File: config.mk
export PLATFORM = sky130hd
export DESIGN_NAME = dp_ram_ctrl
export DESIGN_NICKNAME = d
export VERILOG_FILES = /design/src/rtl/dp_ram_ctrl.sv
export SDC_FILE = /design/constraint.sdc
export NUM_CORES = 1
export LEC_CHECK = 0
export ABC_AREA = 0
export CAP_MARGIN = 20
export CORE_MARGIN = 2
export CORE_UTILIZATION = 35
export DETAILED_ROUTE_END_ITERATION = 10
export PLACE_DENSITY_LB_ADDON = 0.1
export SYNTH_ARGS = -nofsm -noshare
export SYNTH_HDL_FRONTEND = slang
export SYNTH_SLANG_ARGS = --single-unit
File: constraint.sdc
create_clock -name clk -period 2.5 [get_ports clk]
set_input_delay 0.25 -clock clk [delete_from_list [all_inputs] [get_ports clk]]
set_output_delay 0.25 -clock clk [all_outputs]
set_load 0.005 [all_outputs]
File: src/rtl/dp_ram_ctrl.sv
// Requester-side controller for both ports of dp_ram: accepts client requests,
// serialises same-address dual writes round-robin and forwards same-cycle writes.
module dp_ram_ctrl #(
    parameter int DATA_WIDTH = 8,
    parameter int ADDR_WIDTH = 4,
    parameter int CNT_WIDTH  = 16
) (
    input  logic                  clk,
    input  logic                  rst,
    input  logic                  reqA_valid,
    output logic                  reqA_ready,
    input  logic                  reqA_wr,
    input  logic [ADDR_WIDTH-1:0] reqA_addr,
    input  logic [DATA_WIDTH-1:0] reqA_wdata,
    output logic                  rspA_valid,
    output logic [DATA_WIDTH-1:0] rspA_rdata,
    input  logic                  reqB_valid,
    output logic                  reqB_ready,
    input  logic                  reqB_wr,
    input  logic [ADDR_WIDTH-1:0] reqB_addr,
    input  logic [DATA_WIDTH-1:0] reqB_wdata,
    output logic                  rspB_valid,
    output logic [DATA_WIDTH-1:0] rspB_rdata,
    output logic                  ram_wrA,
    output logic [ADDR_WIDTH-1:0] ram_addrA,
    output logic [DATA_WIDTH-1:0] ram_dataA_in,
    input  logic [DATA_WIDTH-1:0] ram_dataA_out,
    output logic                  ram_wrB,
    output logic [ADDR_WIDTH-1:0] ram_addrB,
    output logic [DATA_WIDTH-1:0] ram_dataB_in,
    input  logic [DATA_WIDTH-1:0] ram_dataB_out,
    output logic [CNT_WIDTH-1:0]  collision_cnt
);

    typedef enum logic {
        PRIO_A = 1'b0,
        PRIO_B = 1'b1
    } prio_e;

    prio_e                 prio_q, prio_d;
    logic [CNT_WIDTH-1:0]  cnt_q, cnt_d;
    logic                  rsp_a_q, rsp_a_d;
    logic                  rsp_b_q, rsp_b_d;
    logic                  fwd_a_q, fwd_a_d;
    logic                  fwd_b_q, fwd_b_d;
    logic [DATA_WIDTH-1:0] fwd_data_a_q, fwd_data_a_d;
    logic [DATA_WIDTH-1:0] fwd_data_b_q, fwd_data_b_d;

    logic collide;
    logic same_addr;
    logic acc_a, acc_b;

    assign same_addr = (reqA_addr == reqB_addr);
    assign collide   = reqA_valid & reqB_valid & reqA_wr & reqB_wr & same_addr;

    always_comb begin
        prio_d       = prio_q;
        cnt_d        = cnt_q;
        fwd_data_a_d = fwd_data_a_q;
        fwd_data_b_d = fwd_data_b_q;
        fwd_a_d      = 1'b0;
        fwd_b_d      = 1'b0;

        // Only the priority port may proceed on a same-address dual write
        reqA_ready = ~rst & (~collide | (prio_q == PRIO_A));
        reqB_ready = ~rst & (~collide | (prio_q == PRIO_B));

        acc_a   = reqA_valid & reqA_ready;
        acc_b   = reqB_valid & reqB_ready;
        rsp_a_d = acc_a;
        rsp_b_d = acc_b;

        if (collide) begin
            prio_d = (prio_q == PRIO_A) ? PRIO_B : PRIO_A;
            if (cnt_q != '1) begin
                cnt_d = cnt_q + CNT_WIDTH'(1);
            end
        end

        // RAM is read-first across ports, so a same-cycle write must be forwarded
        if (acc_a & ~reqA_wr & acc_b & reqB_wr & same_addr) begin
            fwd_a_d      = 1'b1;
            fwd_data_a_d = reqB_wdata;
        end
        if (acc_b & ~reqB_wr & acc_a & reqA_wr & same_addr) begin
            fwd_b_d      = 1'b1;
            fwd_data_b_d = reqA_wdata;
        end
    end

    always_ff @(posedge clk) begin
        if (rst) begin
            prio_q       <= PRIO_A;
            cnt_q        <= '0;
            rsp_a_q      <= 1'b0;
            rsp_b_q      <= 1'b0;
            fwd_a_q      <= 1'b0;
            fwd_b_q      <= 1'b0;
            fwd_data_a_q <= '0;
            fwd_data_b_q <= '0;
        end else begin
            prio_q       <= prio_d;
            cnt_q        <= cnt_d;
            rsp_a_q      <= rsp_a_d;
            rsp_b_q      <= rsp_b_d;
            fwd_a_q      <= fwd_a_d;
            fwd_b_q      <= fwd_b_d;
            fwd_data_a_q <= fwd_data_a_d;
            fwd_data_b_q <= fwd_data_b_d;
        end
    end

    assign ram_wrA      = acc_a & reqA_wr;
    assign ram_addrA    = reqA_addr;
    assign ram_dataA_in = reqA_wdata;
    assign ram_wrB      = acc_b & reqB_wr;
    assign ram_addrB    = reqB_addr;
    assign ram_dataB_in = reqB_wdata;

    // In-flight responses are dropped as soon as reset is seen
    assign rspA_valid = rsp_a_q & ~rst;
    assign rspB_valid = rsp_b_q & ~rst;
    assign rspA_rdata = fwd_a_q ? fwd_data_a_q : ram_dataA_out;
    assign rspB_rdata = fwd_b_q ? fwd_data_b_q : ram_dataB_out;

    assign collision_cnt = cnt_q;

endmodule

; After elaboration in Yosys (flattened, before gate mapping)
; Cells that the tools add are included.
[word_totals]
ff_bits = 37
inputBits = 46
out_inout_bits = 62
elab_cells = 44
[classes]
addsub = 1
eq_ne = 2
mux = 5
bitwise = 27
n_reduce_logical = 1
[op_table]
columns = cell, count
row1 = $and A1 B1 Y1, 20
row2 = $add A16 B1 Y16 const B, 1
row3 = $mux W8, 2
row4 = $ne A16 B16 Y1 const B, 1
row5 = $not A1 Y1, 5
row6 = $eq A4 B4 Y1, 1
row7 = $mux W1, 3
row8 = $or A1 B1 Y1, 2
row9 = $reduce_and A2 Y1, 1

; Depth between registers and ports, before layout
[logic_depth]
depth_word = 13
ltp_mapped = 8
ltp_nobuf = 6

; Worst setup path before layout
; OpenSTA, ideal clock, no wires.
[synth_path]
path_kind = reg2reg
start = register cnt_q[0] (netlist: collision_cnt[0])
end = register cnt_q[4] (netlist: collision_cnt[4])
setup_time_ns = 0.121
t_arrival_ns = 1.741
required_ns = 2.379
path_slack_ns = 0.638
stages_incl_launch_ff = 9
n_path_buf = 2
synth_period_minus_slack_ns = 1.862
cell_sequence = dfxtp_1 -> ha_1 -> nand4_1 -> nor4_1 -> or3_1 -> buf_2 -> clkbuf_8 -> nor2_1 -> mux2_2
[synth_via]
elab_chain_len = 2
word_cells_on_any_way = 3
cone_classes = add/sub: 1 / eq/ne: 1 / reduce/logical: 1
[synth_rtl]
columns = element, line
row1 = "start, declared", 41  ; logic [CNT_WIDTH-1:0] cnt_q, cnt_d;
row2 = "start signal, assigned", 103  ; cnt_q <= cnt_d;
row3 = "parallel branches: the longest is 2 deep, another holds $add A16 B1 Y16", -
; Parallel ways; which one is timed is not known.
; A chain may end at the register's enable or synchronous reset.

; Final worst setup path
[layout_path]
start = input port reqB_addr[0]
end = output port ram_wrA
[layout_via]
elab_chain_len = 7
[layout_rtl]
columns = element, line
row1 = "start, declared", 20  ; input logic [ADDR_WIDTH-1:0] reqB_addr,
row2 = $eq A4 B4 Y1, 53  ; assign same_addr = (reqA_addr == reqB_addr);
row3 = $and A1 B1 Y1, 54  ; assign collide = reqA_valid & reqB_valid & reqA_wr & reqB_wr & same_addr;
row4 = $not A1 Y1, 65  ; reqA_ready = ~rst & (~collide | (prio_q == PRIO_A));
row5 = $or A1 B1 Y1, 65
row6 = $and A1 B1 Y1, 65
row7 = $and A1 B1 Y1, 68  ; acc_a = reqA_valid & reqA_ready;
row8 = $and A1 B1 Y1, 113  ; assign ram_wrA = acc_a & reqA_wr;
row9 = "end, declared", 24  ; output logic ram_wrA,
; Every way passes these cells.

==> metrics.yaml <==
status: "complete, no violations"
intPower_w: 0.00107
synth.distinct_cells: 37
drc: 0
die_w_um: 80.9
cts_htree_levels: 2
layout_commonest_cell: "clkdlybuf4s50_1"
finalCritPeriodShare: 0.909
syn_to_final_growth_pct: 53.0
switchingPower_w: 0.000284
netlist_instances: 224
cts.path.max_buffers: 2
grt.overflow.total: 0
synthTopCellsByArea: "dfxtp_1, mux2_2, mux2i_1, buf_4, nor2_1"
cp_common_cell: "clkdlybuf4s50_1"
crit_path_start_kind: "input port"
synth-seq-cells: 37
cts_root_buf: "clkbuf_8"
drtPass1Iterations: 4
cpLargestDelayFamily: "buffers and inverters"
powerDensity_mw_per_mm2: 428
setup_tns_ns: 0
drt-total-wl_um: 4930
grtUsageTotal: 0.150
drt_iter0_markers: 82
clkPwrFrac: 0.398
die_h_um: 80.9
maxSlewHeadroom: 0.673
grt_max_degree: 41
port-buffer-count: 107
fin_area_mm2: 0.00317
seqPwrFrac: 0.437
grt_pass1_vias: 1738
grt_pass1_wl_um: 7740
cp_cell_sequence: "clkdlybuf4s50_1 -> xnor2_2 -> nand4_4 -> nor2_1 -> a21oi_1 -> nor2b_1 -> clkdlybuf4s50_1"
pwr-share-comb: 0.165
syn_area_mm2: 0.00207
multi_input_area_mm2: 0.00108
mostFrequentLayoutCells: "clkdlybuf4s50_1, dfxtp_1, nor2_1"
nets: 358
design.core.area_mm2: 0.00582
hp-class: "reg2reg"
seq_area_um2: 741
vias: 1846
crit_path_max_incr_delay_ns: 0.46
viasPerCell: 4.77
syn_nets: 271
clock_latency_ns: 0.29
p_leak_nw: 1.16
worst_pin_slew_ns: 0.489
rsz0062_at_grt: "no"
ys_warn_count: 0
peakVddDrop_v: 0.000217
post_cts_buffers: 0
die-area_mm2: 0.00654
cts_sinks: 37
synth_top_area_cell: "dfxtp_1"
cts_resized: 0
avgSynthCellArea_um2: 9.24
dp_hpwl_um: 3760
critPathMaxFanout: 4
max_freq_ghz: 0.440
cts_hold_buf: 0
gp_congestion: 0.764
cp_num_buf_inv: 2
placementRows: 28
timing.final.crit_period_ns: 2.27
worstPathRequired_ns: 2.25
fill_cells: 564
hold_viol: 0
crit_type: "in2out"
setup_viol: 0
start_util: 0.356
io_pins: 108
slowest_stage: "clkdlybuf4s50_1"
placed_area_mm2: 0.00305
cts_tree: "built"
end_kind: "primary output"
arrival_ns: 2.02
antenna_found_initial: 0
cts_buffers: 5
diodes: 0
drive_gt1_frac: 0.141
maxCapViolations: 0
synth_seq_area_share: 0.358
swShare: 0.210
detail_route.wl_per_cell_um: 12.7
clk_pin_slew_worst_paths_ns: 0.07
fin_worst_skew_ns: 0.00593
finalMaxSlewViolations: 0
antenna_left: 0
synth_top_area_share: 0.358
==> layer usage <==
metal	GRT usage	part of all wire	vias up
li1	-	-	936
met1	0.189	0.46	846
met2	0.248	0.46	59
met3	0.0400	0.068	5
met4	0.0508	0.011	0
met5	0	0	-
==> registers in the layout (all words and copies together), names as in the netlist <==
name           cells
collision_cnt     16
fwd_a_q            1
fwd_b_q            1
fwd_data_a_q       8
fwd_data_b_q       8
prio_q             1
rsp_a_q            1
rsp_b_q            1
==> cell usage after synthesis (all sizes together) <==
| master | instances |
|---|---|
| a21oi | 10 |
| and4 | 1 |
| xnor2 | 5 |
| buf | 26 |
| o31ai | 1 |
| ha | 1 |
| or2 | 1 |
| nand4 | 6 |
| nand2b | 2 |
| and2 | 1 |
| nor2 | 33 |
| nor4 | 5 |
| nand3b | 1 |
| nand2 | 6 |
| clkbuf | 6 |
| xor2 | 1 |
| nor3b | 1 |
| or4 | 1 |
| o2111ai | 1 |
| mux2 | 20 |
| nor3 | 3 |
| nand3 | 8 |
| or3 | 10 |
| and3 | 2 |
| nor2b | 5 |
| o21ai | 8 |
| mux2i | 18 |
| dfxtp | 37 |
| inv | 4 |
==> through the flow <==
step                total power, W  instances   util  hold WS, ns  setup slack [ns]
global route               0.00141        387  0.545        0.527            0.0768
detailed placement        0.000832        379  0.524        0.481            0.0543
floorplan                 0.000693        224      -        0.329             0.638
global placement          0.000831        379  0.524        0.471             0.107
finish                     0.00135        387  0.545        0.494             0.227
CTS                        0.00137        387  0.544        0.499             0.105
==> final timing paths <==
kind,cells after the start,end,slack [ns],start
hold / removal,2,fwd_data_b_q[3],0.49,fwd_data_b_q[3]
setup / recovery,7,ram_wrA,0.23,reqB_addr[0]
setup reg to reg,6,collision_cnt[10],0.45,collision_cnt[0]
hold reg to reg,2,fwd_data_b_q[3],0.49,fwd_data_b_q[3]
==> cell families after synthesis <==
logic type | count (synthesis) | share of synthesized area
simple gates | 86 | 0.226
compound gates | 20 | 0.0514
mux | 38 | 0.196
fa+ha+maj | 1 | 0.00604
buf+inv | 36 | 0.123
flops | 37 | 0.358
xor+xnor | 6 | 0.0399
==> worst reg2reg max path, delay by kind of cell (launching register included) <==
kind,cells,cell delay (ns)
adder cells (fa/ha/maj),1,0.27
multiplexers,1,0.37
AND/OR/NAND/NOR,4,0.96
flip-flops,1,0.35
==> final cells by class <==
cell class / count / share of cell area
clock buffers: 7 / 0.0273
clock inverters: 1 / 0.00948
multi-input cells: 151 / 0.341
flip-flops and latches: 37 / 0.234
inverters: 4 / 0.00474
repair buffers: 112 / 0.354
well taps: 75 / 0.0296
==> power by group through the flow <==
stage          Combinational [W]  Clock (W)  Sequential, W
2_1_floorplan          0.0000873          0       0.000606
3_3_place_gp            0.000225          0       0.000606
3_5_place_dp            0.000226          0       0.000606
4_1_cts                 0.000227   0.000552       0.000592
5_1_grt                 0.000241   0.000581       0.000593
6_report                0.000223   0.000538       0.000592
Note: power is estimated with default switching activity, not from simulation.
